## src/rtl/common_pkg.sv

```systemverilog
// -----------------------------------------------------------------------------
// common_pkg
//
// Purpose : constants shared by the pipeline shadow-register blocks.
// Contents: RV_NOP   - canonical RV32I no-op (addi x0, x0, 0), used as the
//                      default bubble word so a flushed or bubbled stage
//                      decodes as a harmless instruction.
//           RV_INSN_W - width of an RV32I instruction word.
// -----------------------------------------------------------------------------
package common_pkg;

  localparam int unsigned RV_INSN_W = 32;
  localparam logic [RV_INSN_W-1:0] RV_NOP = 32'h0000_0013;

endpackage : common_pkg

```

## src/rtl/pipe_stage.sv

```systemverilog
// -----------------------------------------------------------------------------
// pipe_stage
//
// Purpose : one register slot of the delay line. Holds a data word plus a
//           valid bit and updates them on each enabled rising edge according to
//           a fixed priority: flush > hold > bubble > advance.
//
// Ports   : i_clk        clock, rising edge
//           i_reset      asynchronous active-high reset
//           i_enable     global advance gate; low freezes the stage
//           i_prev_data  word offered by the younger neighbour (or line input)
//           i_prev_valid valid bit offered by the younger neighbour
//           i_flush      kill this stage (write bubble, clear valid)
//           i_hold       keep the current content (effective hold)
//           i_bubble     younger neighbour is held: insert a bubble here
//           o_data       registered stage word
//           o_valid      registered stage valid
//           o_valid_d    next-state valid, used for the registered occupancy
//                        count so that it lines up with o_valid
// -----------------------------------------------------------------------------
module pipe_stage #(
  parameter int unsigned        DATA_W     = 32,
  parameter logic [DATA_W-1:0]  RESET_VAL  = '0,
  parameter logic [DATA_W-1:0]  BUBBLE_VAL = '0
) (
  input  logic              i_clk,
  input  logic              i_reset,
  input  logic              i_enable,
  input  logic [DATA_W-1:0] i_prev_data,
  input  logic              i_prev_valid,
  input  logic              i_flush,
  input  logic              i_hold,
  input  logic              i_bubble,
  output logic [DATA_W-1:0] o_data,
  output logic              o_valid,
  output logic              o_valid_d
);

  logic [DATA_W-1:0] data_q;
  logic [DATA_W-1:0] data_d;
  logic              valid_q;
  logic              valid_d;

  always_comb begin
    data_d  = data_q;
    valid_d = valid_q;
    if (i_enable) begin
      if (i_flush) begin
        // Flush wins even when the stage is also held.
        data_d  = BUBBLE_VAL;
        valid_d = 1'b0;
      end else if (i_hold) begin
        data_d  = data_q;
        valid_d = valid_q;
      end else if (i_bubble) begin
        // The younger stage is frozen, so nothing moves into this slot.
        data_d  = BUBBLE_VAL;
        valid_d = 1'b0;
      end else begin
        // Invalid words still carry their data through unchanged.
        data_d  = i_prev_data;
        valid_d = i_prev_valid;
      end
    end
  end

  always_ff @(posedge i_clk or posedge i_reset) begin
    if (i_reset) begin
      data_q  <= RESET_VAL;
      valid_q <= 1'b0;
    end else begin
      data_q  <= data_d;
      valid_q <= valid_d;
    end
  end

  assign o_data    = data_q;
  assign o_valid   = valid_q;
  assign o_valid_d = valid_d;

endmodule : pipe_stage

```

## src/rtl/pipe_delay_line.sv

```systemverilog
// -----------------------------------------------------------------------------
// pipe_delay_line
//
// Purpose : DEPTH-stage shadow pipeline for instruction words / PCs. Stage 0 is
//           the youngest, stage DEPTH-1 the oldest. Each stage can be held or
//           flushed; holding a stage also holds every younger stage, and the
//           first stage below a held region receives a bubble. A registered
//           occupancy count tracks the number of valid stages.
//
// Ports   : i_clk         clock, rising edge
//           i_reset       asynchronous active-high reset
//           i_enable      global advance gate; low freezes all state
//           i_valid       valid bit of the incoming word
//           i_data        incoming word, captured into stage 0
//           i_hold        per-stage hold request (bit k = stage k)
//           i_flush       per-stage flush request (bit k = stage k)
//           o_data        all stage words, slice [k*DATA_W +: DATA_W] = stage k
//           o_valid       per-stage valid bits
//           o_last_data   oldest stage word
//           o_last_valid  oldest stage valid
//           o_count       number of valid stages (registered)
// -----------------------------------------------------------------------------
module pipe_delay_line
  import common_pkg::*;
#(
  parameter int unsigned       DATA_W     = 32,
  parameter int unsigned       DEPTH      = 3,
  parameter logic [DATA_W-1:0] RESET_VAL  = '0,
  parameter logic [31:0]       BUBBLE_VAL = RV_NOP
) (
  input  logic                       i_clk,
  input  logic                       i_reset,
  input  logic                       i_enable,
  input  logic                       i_valid,
  input  logic [DATA_W-1:0]          i_data,
  input  logic [DEPTH-1:0]           i_hold,
  input  logic [DEPTH-1:0]           i_flush,
  output logic [DEPTH*DATA_W-1:0]    o_data,
  output logic [DEPTH-1:0]           o_valid,
  output logic [DATA_W-1:0]          o_last_data,
  output logic                       o_last_valid,
  output logic [$clog2(DEPTH+1)-1:0] o_count
);

  localparam int unsigned CNT_W = $clog2(DEPTH + 1);

  // Bubble word fitted to the data width (truncate or zero-extend).
  localparam logic [DATA_W-1:0] BUBBLE_W = DATA_W'(BUBBLE_VAL);

  if (DEPTH < 1) begin : g_depth_check
    $error("pipe_delay_line: DEPTH must be >= 1");
  end

  logic [DATA_W-1:0] stage_data [DEPTH];
  logic [DATA_W-1:0] prev_data  [DEPTH];
  logic [DEPTH-1:0]  prev_valid;
  logic [DEPTH-1:0]  stage_valid;
  logic [DEPTH-1:0]  valid_d;
  logic [DEPTH-1:0]  h_eff;
  logic [DEPTH-1:0]  bubble;

  logic [CNT_W-1:0]  count_q;
  logic [CNT_W-1:0]  count_d;

  // Effective hold: a stall at stage k freezes every younger stage as well,
  // so h_eff[k] is the OR of i_hold[k..DEPTH-1], built from the oldest end.
  assign h_eff[DEPTH-1] = i_hold[DEPTH-1];

  genvar gi;
  for (gi = 0; gi < DEPTH - 1; gi++) begin : g_heff
    assign h_eff[gi] = i_hold[gi] | h_eff[gi + 1];
  end

  // Stage input selection and bubble control. Stage 0 is fed from the line
  // input and never sees a bubble (there is nothing younger to be held).
  for (gi = 0; gi < DEPTH; gi++) begin : g_link
    if (gi == 0) begin : g_head
      assign prev_data[gi]  = i_data;
      assign prev_valid[gi] = i_valid;
      assign bubble[gi]     = 1'b0;
    end else begin : g_body
      assign prev_data[gi]  = stage_data[gi - 1];
      assign prev_valid[gi] = stage_valid[gi - 1];
      assign bubble[gi]     = h_eff[gi - 1];
    end
  end

  for (gi = 0; gi < DEPTH; gi++) begin : g_stage
    pipe_stage #(
      .DATA_W     (DATA_W),
      .RESET_VAL  (RESET_VAL),
      .BUBBLE_VAL (BUBBLE_W)
    ) u_stage (
      .i_clk        (i_clk),
      .i_reset      (i_reset),
      .i_enable     (i_enable),
      .i_prev_data  (prev_data[gi]),
      .i_prev_valid (prev_valid[gi]),
      .i_flush      (i_flush[gi]),
      .i_hold       (h_eff[gi]),
      .i_bubble     (bubble[gi]),
      .o_data       (stage_data[gi]),
      .o_valid      (stage_valid[gi]),
      .o_valid_d    (valid_d[gi])
    );

    assign o_data[gi*DATA_W +: DATA_W] = stage_data[gi];
  end

  // Count is taken from the next-state valid bits so the registered value
  // matches o_valid in the same cycle.
  always_comb begin
    count_d = '0;
    for (int k = 0; k < int'(DEPTH); k++) begin
      count_d = count_d + CNT_W'(valid_d[k]);
    end
    if (!i_enable) begin
      count_d = count_q;
    end
  end

  always_ff @(posedge i_clk or posedge i_reset) begin
    if (i_reset) begin
      count_q <= '0;
    end else begin
      count_q <= count_d;
    end
  end

  assign o_valid      = stage_valid;
  assign o_last_data  = stage_data[DEPTH-1];
  assign o_last_valid = stage_valid[DEPTH-1];
  assign o_count      = count_q;

endmodule : pipe_delay_line
```

## config.mk

```make
export PLATFORM = sky130hd
export DESIGN_NAME = pipe_delay_line
export DESIGN_NICKNAME = d
export VERILOG_FILES = /design/src/rtl/common_pkg.sv /design/src/rtl/pipe_stage.sv /design/src/rtl/pipe_delay_line.sv
export SDC_FILE = /design/constraint.sdc
export NUM_CORES = 1
export LEC_CHECK = 0
export CAP_MARGIN = 20
export CORE_AREA = 10 10 105 107
export DETAILED_ROUTE_END_ITERATION = 12
export DIE_AREA = 0 0 115 117
export GPL_TIMING_DRIVEN = 1
export PLACE_DENSITY = 0.84
export SLEW_MARGIN = 20
export SYNTH_ARGS = -nofsm -noshare
export SYNTH_HDL_FRONTEND = slang
export SYNTH_SLANG_ARGS = --single-unit
```

## constraint.sdc

```tcl
create_clock -name i_clk -period 9.8 [get_ports i_clk]
set_input_delay 1.96 -clock i_clk [delete_from_list [all_inputs] [get_ports i_clk]]
set_output_delay 1.96 -clock i_clk [all_outputs]
set_load 0.01 [all_outputs]
```

==> out/qor.json, run 1 <==
{
  "cts_max_level": 3,
  "num-fill-cells": 710,
  "netlist.top_cell.by_area": "dfrtp_1",
  "synthesis.yosys.warnings": 0,
  "power.density_cell_area_nw_per_um2": 127.9,
  "grt_first_pass_wirelength_microns": 17610,
  "core_area_sq_um": 9021,
  "route.final.wire_length_microns": 11410,
  "via_count_of_the_first_global_routing_pass": 3194,
  "number_of_placed_instances_taps_included": 524,
  "gp_congestion": 0.7714,
  "slowest_stage": "clkdlybuf4s50_1",
  "die-area_sq_um": 13460,
  "grt_start_max_net_pins": 88,
  "clock_sinks": 101,
  "fp.dieW_microns": 115,
  "ff_latch_area_sq_um": 2527,
  "timing.clock.skew_ps": 9.611,
  "setup_tns_ps": 0,
  "pin_count": 176,
  "post-route-period-util_pct": 44.35,
  "synth.net_count": 329,
  "total_of_flip_flops_plus_latches_after_synthesis": 101,
  "setup.worst_path.start_class": "input port",
  "grt_antenna_before_repair": 0,
  "initial_core_util_pct": 44.05,
  "drt-initial-drc-count": 82,
  "netlist.area_leader.share_pct": 63.60,
  "cts_buf_count": 9,
  "worst_slew_pin_slew_ps": 805.9,
  "worst_slack_ps": 5454,
  "cts_buffer_depth": 2,
  "dp_hpwl_microns": 8406,
  "hold_class": "flop to flop",
  "track_usage_pct": 16.35,
  "post_cts_hold_buffer_count": 0,
  "synth_cell_types": 24,
  "timing.critical_path.required_ps": 10010,
  "syn2layout_area_growth_pct": 44.40,
  "synth_area_per_cell_sq_um": 13.89,
  "drive_above_1_share_pct": 6.993,
  "global_route.overflow_total": 0,
  "numPortBuffers": 175,
  "detailroute.via_count": 2892,
  "report.final.setup_viol": 0,
  "fmaxAchievable_mhz": 230.1,
  "power.total_mw": 0.7338,
  "root_buffer": "clkbuf_8",
  "wire_per_inst_microns": 21.14,
  "max_stage_delay_ps": 800,
  "finalNetCount": 467,
  "synthesis.instances": 286,
  "finalHoldViolCount": 0,
  "worst-setup-path-type": "input port to flop",
  "max_slew_margin_pct": 46.27,
  "antenna_violating_nets_post_route": 0,
  "cells_traversed_along_the_worst_timing_path": "clkdlybuf4s50_1 > or4b_4 > nor2_2 > buf_4 > a22oi_1 > fa_1 > mux2i_1",
  "power.leakage_nw": 2.486,
  "ir_drop_worst_vdd_mv": 0.06411,
  "cts.repair.resized": 0,
  "cts_setup_buffers": 0,
  "critPathArrivalTime_ps": 4560,
  "synth.yosys.seq_area_share_pct": 63.60,
  "clock_tree_from_tritoncts": "done",
  "drt_pass1_iterations": 4,
  "dp_slack_ps": 5089,
  "crit_start": "i_enable",
  "clk-insertion-delay-late_ps": 340,
  "clk_pin_slew_ps": 90,
  "min-delay-start": "g_stage[0].u_stage.o_data[29]$_DFFE_PP0P_",
  "route.detailed.drc": 0,
  "die_height_microns": 117,
  "antenna_cells": 0,
  "final_period_minus_worst_setup_slack_ps": 4346,
  "multi_input_logic_area_sq_um": 1066,
  "synth.top_cells.by_area": "dfrtp_1, a22o_1, buf_4",
  "regToRegStartpoint": "g_stage[1].u_stage.o_valid$_DFF_PP0_",
  "endpoint_kind": "flop",
  "slew_viol_final": 0,
  "rsz0062_at_grt": "false",
  "route.detailed.vias_per_inst": 5.356,
  "post_synth_instance_area_sq_um": 3974,
  "maxCapViolations": 0,
  "stdcell_count": 540,
  "num_rows": 35,
  "worst-path-max-fanout": 31,
  "status": "completed"
}
layout by cell type (no fill, tap or decap), types with 2 or more instances in the layout:
cell and count:
nand2b_1 3, a22o_1 89, clkdlybuf4s50_1 175, a22oi_1 2, o21ai_2 3, clkbuf_8 9
inv_1 5, mux2i_1 2, o21a_1 3, clkinv_2 3, dfrtp_1 101, nor2_2 2
inv_6 2, buf_4 6, o22a_1 9
sequential cells by signal, summed over array words and instances (netlist names):
name,cells
g_stage.u_stage.o_data,96
o_count,2
g_stage.u_stage.o_valid,3
where the power goes:
part	switching, mW	internal, mW	leakage, nW
registers	0.00661	0.424	1.36
logic	0.0351	0.0364	1.04
clock network	0.139	0.0934	0.0898
synthesized netlist by cell type (all sizes together):
cell type	number
nand2b	3
nor3	1
o31a	1
a22oi	2
nand3	1
and3	1
a22o	89
nor4b	1
a21boi	1
nor2	3
nand4b	1
fa	1
o21a	3
mux2i	2
o21ai	4
dfrtp	101
o22a	9
buf	47
clkbuf	8
inv	6
or4b	1
cell families (layout without fill, tap and decap cells):
| group | count (synthesis) | count (layout) | synth area share [%] |
|---|---|---|---|
| compound gates | 109 | 109 | 23.46 |
| mux | 2 | 2 | 0.5038 |
| flops | 101 | 101 | 63.60 |
| buf+inv | 61 | 204 | 9.855 |
| fa+ha+maj | 1 | 1 | 0.5038 |
| simple gates | 12 | 12 | 2.078 |
metal layers:
metal	routed length, microns	GRT usage, %
met5	0	0
met4	184	5.528
met3	1189	7.085
met2	5597	27.67
met1	4442	18.04
area by class of cell:
| class | count | share of cell area (%) |
|---|---|---|
| Clock buffer | 9 | 2.159 |
| Multi-Input combinational cell | 124 | 18.58 |
| Clock inverter | 7 | 0.8504 |
| Sequential cell | 101 | 44.05 |
| Tap cell | 111 | 2.420 |
| Timing Repair Buffer | 182 | 31.51 |
| Inverter | 6 | 0.4361 |
critical path: cells and delay by family:
family / cells / cell delay, ps
and+or+nand+nor: 2 / 670
buffers and inverters: 2 / 1150
adders and majority gates: 1 / 530
muxes: 1 / 60
AOI/OAI and AO/OA: 1 / 180
metrics by stage:
stage	hold WS, ps	utilization (%)	cell area [sq um]
finish	530.8	63.61	5738
global route	548.0	63.61	5738
CTS	532.8	63.56	5734
detailed placement	509.0	61.65	5562
global placement	503.4	61.65	5562
floorplan	510.7	-	3974
final timing paths:
path,to,slack (ps),cells past startpoint
min in group asynchronous,g_stage[2].u_stage.o_data[20]$_DFFE_PP0P_,1870,2
min reg2reg,g_stage[1].u_stage.o_data[29]$_DFFE_PP0P_,530,1
max reg2reg,o_count[0]$_DFFE_PP0P_,8210,5
min,g_stage[1].u_stage.o_data[29]$_DFFE_PP0P_,530,1
max in group asynchronous,g_stage[0].u_stage.o_data[8]$_DFFE_PP0P_,6920,3
max,o_count[0]$_DFFE_PP0P_,5450,7
No activity file was read; power rests on OpenSTA's default activity.
==> run 2: changes to the inputs <==
--- a/config.mk
+++ b/config.mk
@@ -6,11 +6,11 @@
 export NUM_CORES = 1
 export LEC_CHECK = 0
 export CAP_MARGIN = 20
-export CORE_AREA = 10 10 105 107
+export CORE_AREA = 10 10 114 116
 export DETAILED_ROUTE_END_ITERATION = 12
-export DIE_AREA = 0 0 115 117
+export DIE_AREA = 0 0 124 126
 export GPL_TIMING_DRIVEN = 1
-export PLACE_DENSITY = 0.84
+export PLACE_DENSITY = 0.75
 export SLEW_MARGIN = 20
 export SYNTH_ARGS = -nofsm -noshare
 export SYNTH_HDL_FRONTEND = slang
==> constraint.sdc (replaced) <==
create_clock -name i_clk -period 3.52 [get_ports i_clk]
set_input_delay 0.704 -clock i_clk [delete_from_list [all_inputs] [get_ports i_clk]]
set_output_delay 0.704 -clock i_clk [all_outputs]
set_load 0.01 [all_outputs]
==> out/qor.json, run 2 (synthesis results as in run 1) <==
{
  "status": "completed",
  "cts_buf_count": {"value": 9, "change": "unchanged"},
  "regToRegStartpoint": "g_stage[1].u_stage.o_valid$_DFF_PP0_",
  "global_route.overflow_total": {"value": 0, "change": "unchanged"},
  "ff2ff_setup_slack": {"value": 1990, "unit": "ps", "change": "-6220 ps"},
  "root_buffer": "clkbuf_8",
  "post_cts_hold_buffer_count": {"value": 0, "change": "unchanged"},
  "worstRegToRegCells": {"value": 5, "change": "unchanged"},
  "largest_register_ff_count": {"value": 96, "change": "unchanged"},
  "gp_congestion": {"value": 0.7571, "change": "-1.9%"},
  "cells_traversed_along_the_worst_timing_path": "clkdlybuf4s50_1 > buf_4 > or4b_4 > nor2_2 > a22oi_1 > fa_1 > mux2i_1",
  "stdcell_count": {"value": 569, "change": "+5.4%"},
  "number_of_placed_instances_taps_included": {"value": 554, "change": "+5.7%"},
  "post-route-period-util_pct": 69.05,
  "pin_count": {"value": 176, "change": "unchanged"},
  "setup_tns": {"value": 0, "unit": "ps", "change": "unchanged"},
  "cts_setup_buffers": {"value": 0, "change": "unchanged"},
  "maxCapViolations": {"value": 0, "change": "unchanged"},
  "pwr-share-clk": {"value": 32.4, "unit": "%", "change": "+0.8 points"},
  "route.detailed.drc": {"value": 0, "change": "unchanged"},
  "wire_per_inst": {"value": 21.14, "unit": "microns", "change": "about the same"},
  "slew_viol_final": {"value": 0, "change": "unchanged"},
  "mostFrequentLayoutCells": "clkdlybuf4s50_1, dfrtp_1, a22o_1, clkbuf_8, o22a_1",
  "p_switching": {"value": 0.4999, "unit": "mW", "change": "+180%"},
  "max_slew_margin": {"value": 45.09, "unit": "%", "change": "-1.2 points"},
  "hold-path-endpoint": "g_stage[2].u_stage.o_data[7]$_DFFE_PP0P_",
  "mostFrequentLayoutCell": "clkdlybuf4s50_1",
  "grt_first_pass_wirelength": {"value": 18240, "unit": "microns", "change": "+3.6%"},
  "drive_above_1_share": {"value": 6.760, "unit": "%", "change": "-0.23 points"},
  "initial_core_util": {"value": 37.15, "unit": "%", "change": "-6.9 points"},
  "clock_tree_from_tritoncts": "done",
  "ir_drop_worst_vdd": {"value": 0.1868, "unit": "mV", "change": "+190%"},
  "dp_hpwl": {"value": 8811, "unit": "microns", "change": "+4.8%"},
  "route.final.wire_length": {"value": 12030, "unit": "microns", "change": "+5.4%"},
  "num_rows": {"value": 38, "change": "+8.6%"},
  "num-fill-cells": {"value": 916, "change": "+29%"},
  "drt-initial-drc-count": {"value": 164, "change": "+100%"},
  "holdPathStages": {"value": 1, "change": "unchanged"},
  "critPathArrivalTime": {"value": 2680, "unit": "ps", "change": "-1880 ps"},
  "detailroute.via_count": {"value": 2969, "change": "+2.7%"},
  "rsz0062_at_grt": "false",
  "seqPwrFrac": {"value": 57.7, "unit": "%", "change": "-1.0 points"},
  "syn2layout_area_growth_pct": 46.00,
  "power.switching_fraction": {"value": 24.08, "unit": "%", "change": "-0.48 points"},
  "antenna_cells": {"value": 0, "change": "unchanged"},
  "antenna_violating_nets_post_route": {"value": 0, "change": "unchanged"},
  "max_stage_delay": {"value": 520, "unit": "ps", "change": "-280 ps"},
  "track_usage": {"value": 14.95, "unit": "%", "change": "-1.4 points"},
  "via_count_of_the_first_global_routing_pass": {"value": 3124, "change": "-2.2%"},
  "route.detailed.vias_per_inst": {"value": 5.218, "change": "-2.6%"},
  "core_area": {"value": 10700, "unit": "sq um", "change": "+19%"},
  "finalNetCount": {"value": 468, "change": "+0.21%"},
  "power.leakage": {"value": 2.494, "unit": "nW", "change": "+0.32%"},
  "clk_pin_slew": {"value": 90, "unit": "ps", "change": "about the same"},
  "worst-path-max-fanout": {"value": 14, "change": "-55%"},
  "timing.critical_path.required": {"value": 3770, "unit": "ps", "change": "-6240 ps"},
  "cts_max_level": {"value": 3, "change": "unchanged"},
  "cts.repair.resized": {"value": 0, "change": "unchanged"},
  "endpoint_kind": "flop",
  "numPortBuffers": {"value": 175, "change": "unchanged"},
  "clock_sinks": {"value": 101, "change": "unchanged"},
  "hold_class": "flop to flop",
  "grt_antenna_before_repair": {"value": 0, "change": "unchanged"},
  "fmaxAchievable_mhz": 411.4,
  "setup.worst_path.start_class": "input port",
  "worst-setup-path-type": "input port to flop",
  "die-area": {"value": 15620, "unit": "sq um", "change": "+16%"},
  "clk-insertion-delay-late": {"value": 360, "unit": "ps", "change": "+20 ps"},
  "fp.dieW": {"value": 124, "unit": "microns", "change": "+7.8%"},
  "die_height": {"value": 126, "unit": "microns", "change": "+7.7%"},
  "drt_pass1_iterations": {"value": 4, "change": "unchanged"},
  "report.final.setup_viol": {"value": 0, "change": "unchanged"},
  "slowest_stage": "fa_1",
  "min-delay-start": "g_stage[1].u_stage.o_data[7]$_DFFE_PP0P_",
  "combPwrFrac": {"value": 9.9, "unit": "%", "change": "+0.2 points"},
  "final_period_minus_worst_setup_slack_ps": 2431,
  "worst_slew_pin_slew": {"value": 823.5, "unit": "ps", "change": "+17.65 ps"},
  "timing.critical_path.max_delay_family": "buffers and inverters",
  "power.density_cell_area": {"value": 357.8, "unit": "nW/um^2", "change": "+180%"},
  "worstPathBufferInverterCount": {"value": 2, "change": "unchanged"},
  "finalHoldViolCount": {"value": 0, "change": "unchanged"},
  "timing.clock.skew": {"value": 6.296, "unit": "ps", "change": "-3.314 ps"},
  "r2r-end": "o_count[0]$_DFFE_PP0P_",
  "cts_buffer_depth": {"value": 2, "change": "unchanged"},
  "grt_start_max_net_pins": {"value": 64, "change": "-27%"},
  "p_int": {"value": 1.576, "unit": "mW", "change": "+180%"}
}
run 2: changes by cell type in the layout (fill, tap and decap cells not counted):
cell / before / now
buf_12: 0 / 1
clkinv_2: 3 / 1
buf_6: 1 / 0
o21ai_2: 3 / 2
buf_4: 6 / 7
clkbuf_1: 0 / 1
clkbuf_8: 9 / 11
inv_6: 2 / 0
o21ai_4: 0 / 1
run 2: worst max-delay path by stage:
stage | slack (ps) | from | to | cells past startpoint
CTS | 1090 | i_enable | o_count[0]$_DFFE_PP0P_ | 7
finish | 1090 | i_enable | o_count[0]$_DFFE_PP0P_ | 7
global route | 1020 | i_hold[2] | g_stage[1].u_stage.o_data[25]$_DFFE_PP0P_ | 5
detailed placement | 700 | i_enable | o_count[0]$_DFFE_PP0P_ | 7
global placement | 760 | i_enable | o_count[0]$_DFFE_PP0P_ | 7
floorplan | 170 | i_reset | g_stage[0].u_stage.o_data[0]$_DFFE_PP0P_ | 1
run 2: power by group through the flow:
stage	combinational [mW]	sequential, mW	clock (mW)
detailed placement	0.208	1.22	0
finish	0.205	1.20	0.673
CTS	0.209	1.20	0.689
global placement	0.204	1.22	0
floorplan	0.0732	1.23	0
global route	0.221	1.20	0.745
run 2: cell type report:
class                      instances  area (sq um)  area share, %
multi-input combinational        124          1074          18.50
tap                              140         175.2          3.019
inverter                           6         25.02         0.4313
clock buffer                      12         155.1          2.674
clock inverter                     3         21.27         0.3666
sequential                       101          2527          43.56
timing repair buffer             183          1824          31.44
run 2: metrics by stage:
| step | setup slack, ps | power [mW] | hold slack, ps | area [sq um] | utilization (%) |
|---|---|---|---|---|---|
| 3_3_place_gp | 755.7 | 1.424 | 504.7 | 5625 | 52.58 |
| 4_1_cts | 1094 | 2.096 | 526.4 | 5802 | 54.23 |
| 3_5_place_dp | 702.3 | 1.429 | 505.8 | 5625 | 52.58 |
| 6_report | 1089 | 2.076 | 524.1 | 5802 | 54.23 |
| 2_1_floorplan | 168.9 | 1.300 | 510.7 | 3974 | - |
| 5_1_grt | 1024 | 2.167 | 553.5 | 5802 | 54.23 |
run 2: routing by layer:
metal | up-vias | part of all wire, % | global-route usage, %
met2 | 97 | 52 | 26.32
li1 | 1313 | - | -
met3 | 14 | 7.3 | 4.379
met1 | 1545 | 39 | 16.75
met5 | - | 0 | 0
met4 | 0 | 1.6 | 4.946
==> run 3: changes to the inputs <==
--- a/config.mk
+++ b/config.mk
@@ -6,11 +6,11 @@
 export NUM_CORES = 1
 export LEC_CHECK = 0
 export CAP_MARGIN = 20
-export CORE_AREA = 10 10 114 116
+export CORE_AREA = 10 10 109 111
 export DETAILED_ROUTE_END_ITERATION = 12
-export DIE_AREA = 0 0 124 126
+export DIE_AREA = 0 0 119 121
 export GPL_TIMING_DRIVEN = 1
-export PLACE_DENSITY = 0.75
+export PLACE_DENSITY = 0.79
 export SLEW_MARGIN = 20
 export SYNTH_ARGS = -nofsm -noshare
 export SYNTH_HDL_FRONTEND = slang
==> constraint.sdc (replaced) <==
create_clock -name i_clk -period 2.5 [get_ports i_clk]
set_input_delay 0.5 -clock i_clk [delete_from_list [all_inputs] [get_ports i_clk]]
set_output_delay 0.5 -clock i_clk [all_outputs]
set_load 0.01 [all_outputs]
==> out/qor.json, run 3 (synthesis results as in run 1) <==
{
  "syn2layout_area_growth_pct": 47.39,
  "cts_max_level": {"value": 3, "change": "unchanged"},
  "antenna_cells": {"value": 0, "change": "unchanged"},
  "antenna_violating_nets_post_route": {"value": 0, "change": "unchanged"},
  "track_usage": {"value": 16.09, "unit": "%", "change": "+1.1 points"},
  "drive_above_1_share": {"value": 8.065, "unit": "%", "change": "+1.3 points"},
  "finalHoldViolCount": {"value": 0, "change": "unchanged"},
  "pin_count": {"value": 176, "change": "unchanged"},
  "cts_setup_buffers": {"value": 0, "change": "unchanged"},
  "clk_pin_slew": {"value": 100, "unit": "ps", "change": "about the same"},
  "post-route-period-util_pct": 84.62,
  "timing.critical_path.required": {"value": 2740, "unit": "ps", "change": "-1030 ps"},
  "ir_drop_worst_vdd": {"value": 0.3352, "unit": "mV", "change": "+79%"},
  "core_area": {"value": 9639, "unit": "sq um", "change": "-9.9%"},
  "global_route.overflow_total": {"value": 0, "change": "unchanged"},
  "timing.clock.skew": {"value": 15.37, "unit": "ps", "change": "+9.074 ps"},
  "largest_register_ff_count": {"value": 96, "change": "unchanged"},
  "mostFrequentLayoutCells": "clkdlybuf4s50_1, dfrtp_1, a22o_1, buf_4",
  "hold_class": "flop to flop",
  "post_cts_hold_buffer_count": {"value": 0, "change": "unchanged"},
  "root_buffer": "clkbuf_8",
  "slew_viol_final": {"value": 0, "change": "unchanged"},
  "setup_tns": {"value": 0, "unit": "ps", "change": "unchanged"},
  "worst-path-max-fanout": {"value": 6, "change": "-8"},
  "power.density_cell_area": {"value": 519.2, "unit": "nW/um^2", "change": "+45%"},
  "initial_core_util": {"value": 41.23, "unit": "%", "change": "+4.1 points"},
  "drt-initial-drc-count": {"value": 166, "change": "+1.2%"},
  "via_count_of_the_first_global_routing_pass": {"value": 3290, "change": "+5.3%"},
  "route.detailed.drc": {"value": 0, "change": "unchanged"},
  "cts_buffer_depth": {"value": 2, "change": "unchanged"},
  "final_period_minus_worst_setup_slack_ps": 2116,
  "setup.worst_path.start_class": "input port",
  "timing.critical_path.max_delay_family": "buffers and inverters",
  "max_stage_delay": {"value": 540, "unit": "ps", "change": "+20 ps"},
  "rsz0062_at_grt": "false",
  "route.final.wire_length": {"value": 11800, "unit": "microns", "change": "-1.9%"},
  "cts.repair.resized": {"value": 0, "change": "unchanged"},
  "stdcell_count": {"value": 567, "change": "-0.35%"},
  "gp_congestion": {"value": 0.7809, "change": "+3.1%"},
  "grt_start_max_net_pins": {"value": 61, "change": "-4.7%"},
  "route.detailed.vias_per_inst": {"value": 5.256, "change": "+0.72%"},
  "grt_first_pass_wirelength": {"value": 18850, "unit": "microns", "change": "+3.4%"},
  "wire_per_inst": {"value": 20.81, "unit": "microns", "change": "-1.5%"},
  "ff2ff_setup_slack": {"value": 960, "unit": "ps", "change": "-1030 ps"},
  "maxCapViolations": {"value": 0, "change": "unchanged"},
  "fmaxAchievable_mhz": 472.7,
  "power.leakage": {"value": 2.527, "unit": "nW", "change": "+1.3%"},
  "worst_slew_pin_slew": {"value": 749.5, "unit": "ps", "change": "-73.98 ps"},
  "drt_pass1_iterations": {"value": 4, "change": "unchanged"},
  "grt_antenna_before_repair": {"value": 0, "change": "unchanged"},
  "cells_traversed_along_the_worst_timing_path": "clkdlybuf4s50_1 > buf_4 > nor2_1 > and3_1 > a22oi_1 > fa_1 > mux2i_1",
  "die_height": {"value": 121, "unit": "microns", "change": "-4.0%"},
  "endpoint_kind": "flop",
  "num_rows": {"value": 36, "change": "-5.3%"},
  "max_slew_margin": {"value": 50.02, "unit": "%", "change": "+4.9 points"},
  "numPortBuffers": {"value": 175, "change": "unchanged"},
  "status": "completed",
  "worst-setup-path-type": "input port to flop",
  "fp.dieW": {"value": 119, "unit": "microns", "change": "-4.0%"},
  "number_of_placed_instances_taps_included": {"value": 551, "change": "-0.54%"},
  "worstPathBufferInverterCount": {"value": 2, "change": "unchanged"},
  "post-route-util": {"value": 60.76, "unit": "%", "change": "+6.5 points"},
  "slowest_stage": "fa_1",
  "finalNetCount": {"value": 472, "change": "+0.85%"},
  "clk-insertion-delay-late": {"value": 350, "unit": "ps", "change": "about the same"},
  "mostFrequentLayoutCell": "clkdlybuf4s50_1",
  "critPathArrivalTime": {"value": 2360, "unit": "ps", "change": "-320 ps"},
  "die-area": {"value": 14400, "unit": "sq um", "change": "-7.8%"},
  "report.final.setup_viol": {"value": 0, "change": "unchanged"},
  "clock_sinks": {"value": 101, "change": "unchanged"},
  "dp_hpwl": {"value": 8960, "unit": "microns", "change": "+1.7%"},
  "clock_tree_from_tritoncts": "done",
  "detailroute.via_count": {"value": 2980, "change": "+0.37%"},
  "cts_buf_count": {"value": 9, "change": "unchanged"}
}
## run 3: report_power, final
part           switching (mW)  total [mW]  internal, mW
combinational           0.139       0.290         0.151
sequential             0.0268        1.69          1.66
clock                   0.585        1.06         0.478
## run 3: area by class of cell
| cell class | count | area (sq um) |
|---|---|---|
| Fill cell | 805 | 3782 |
| Sequential cell | 101 | 2527 |
| Timing Repair Buffer | 187 | 1867 |
| Multi-Input combinational cell | 124 | 1066 |
| Tap cell | 133 | 166.4 |
| Clock buffer | 9 | 123.9 |
| Clock inverter | 7 | 80.08 |
| Inverter | 6 | 26.28 |
## run 3: final timing paths
| kind | start | endpoint | cells past startpoint |
|---|---|---|---|
| min in group asynchronous | i_reset | g_stage[0].u_stage.o_data[2]$_DFFE_PP0P_ | 3 |
| worst min register to register | g_stage[1].u_stage.o_data[12]$_DFFE_PP0P_ | g_stage[2].u_stage.o_data[12]$_DFFE_PP0P_ | 1 |
| max in group asynchronous | i_reset | g_stage[1].u_stage.o_data[15]$_DFFE_PP0P_ | 3 |
| worst max-delay path | i_hold[2] | o_count[0]$_DFFE_PP0P_ | 7 |
| worst max register to register | g_stage[1].u_stage.o_valid$_DFF_PP0_ | o_count[0]$_DFFE_PP0P_ | 5 |
| worst min-delay path | g_stage[1].u_stage.o_data[12]$_DFFE_PP0P_ | g_stage[2].u_stage.o_data[12]$_DFFE_PP0P_ | 1 |
## run 3: routing by layer
| metal | vias up | routed length (microns) | GRT usage (%) |
|---|---|---|---|
| li1 | 1326 | - | - |
| met1 | 1533 | 4606 | 17.91 |
| met2 | 107 | 6241 | 28.56 |
| met3 | 14 | 745 | 5.258 |
| met4 | 0 | 207 | 5.038 |
| met5 | - | 0 | 0 |
## run 3: stage by stage
stage | power, mW | area, sq um | hold slack (ps) | setup WS [ps]
2_1_floorplan | 1.831 | 3978 | 510.7 | 358.1
3_3_place_gp | 2.007 | 5653 | 504.2 | 91.23
3_5_place_dp | 2.015 | 5653 | 505.1 | 10.34
4_1_cts | 3.078 | 5857 | 528.0 | 398.7
5_1_grt | 3.162 | 5857 | 550.0 | 284.4
6_report | 3.041 | 5857 | 523.2 | 384.5
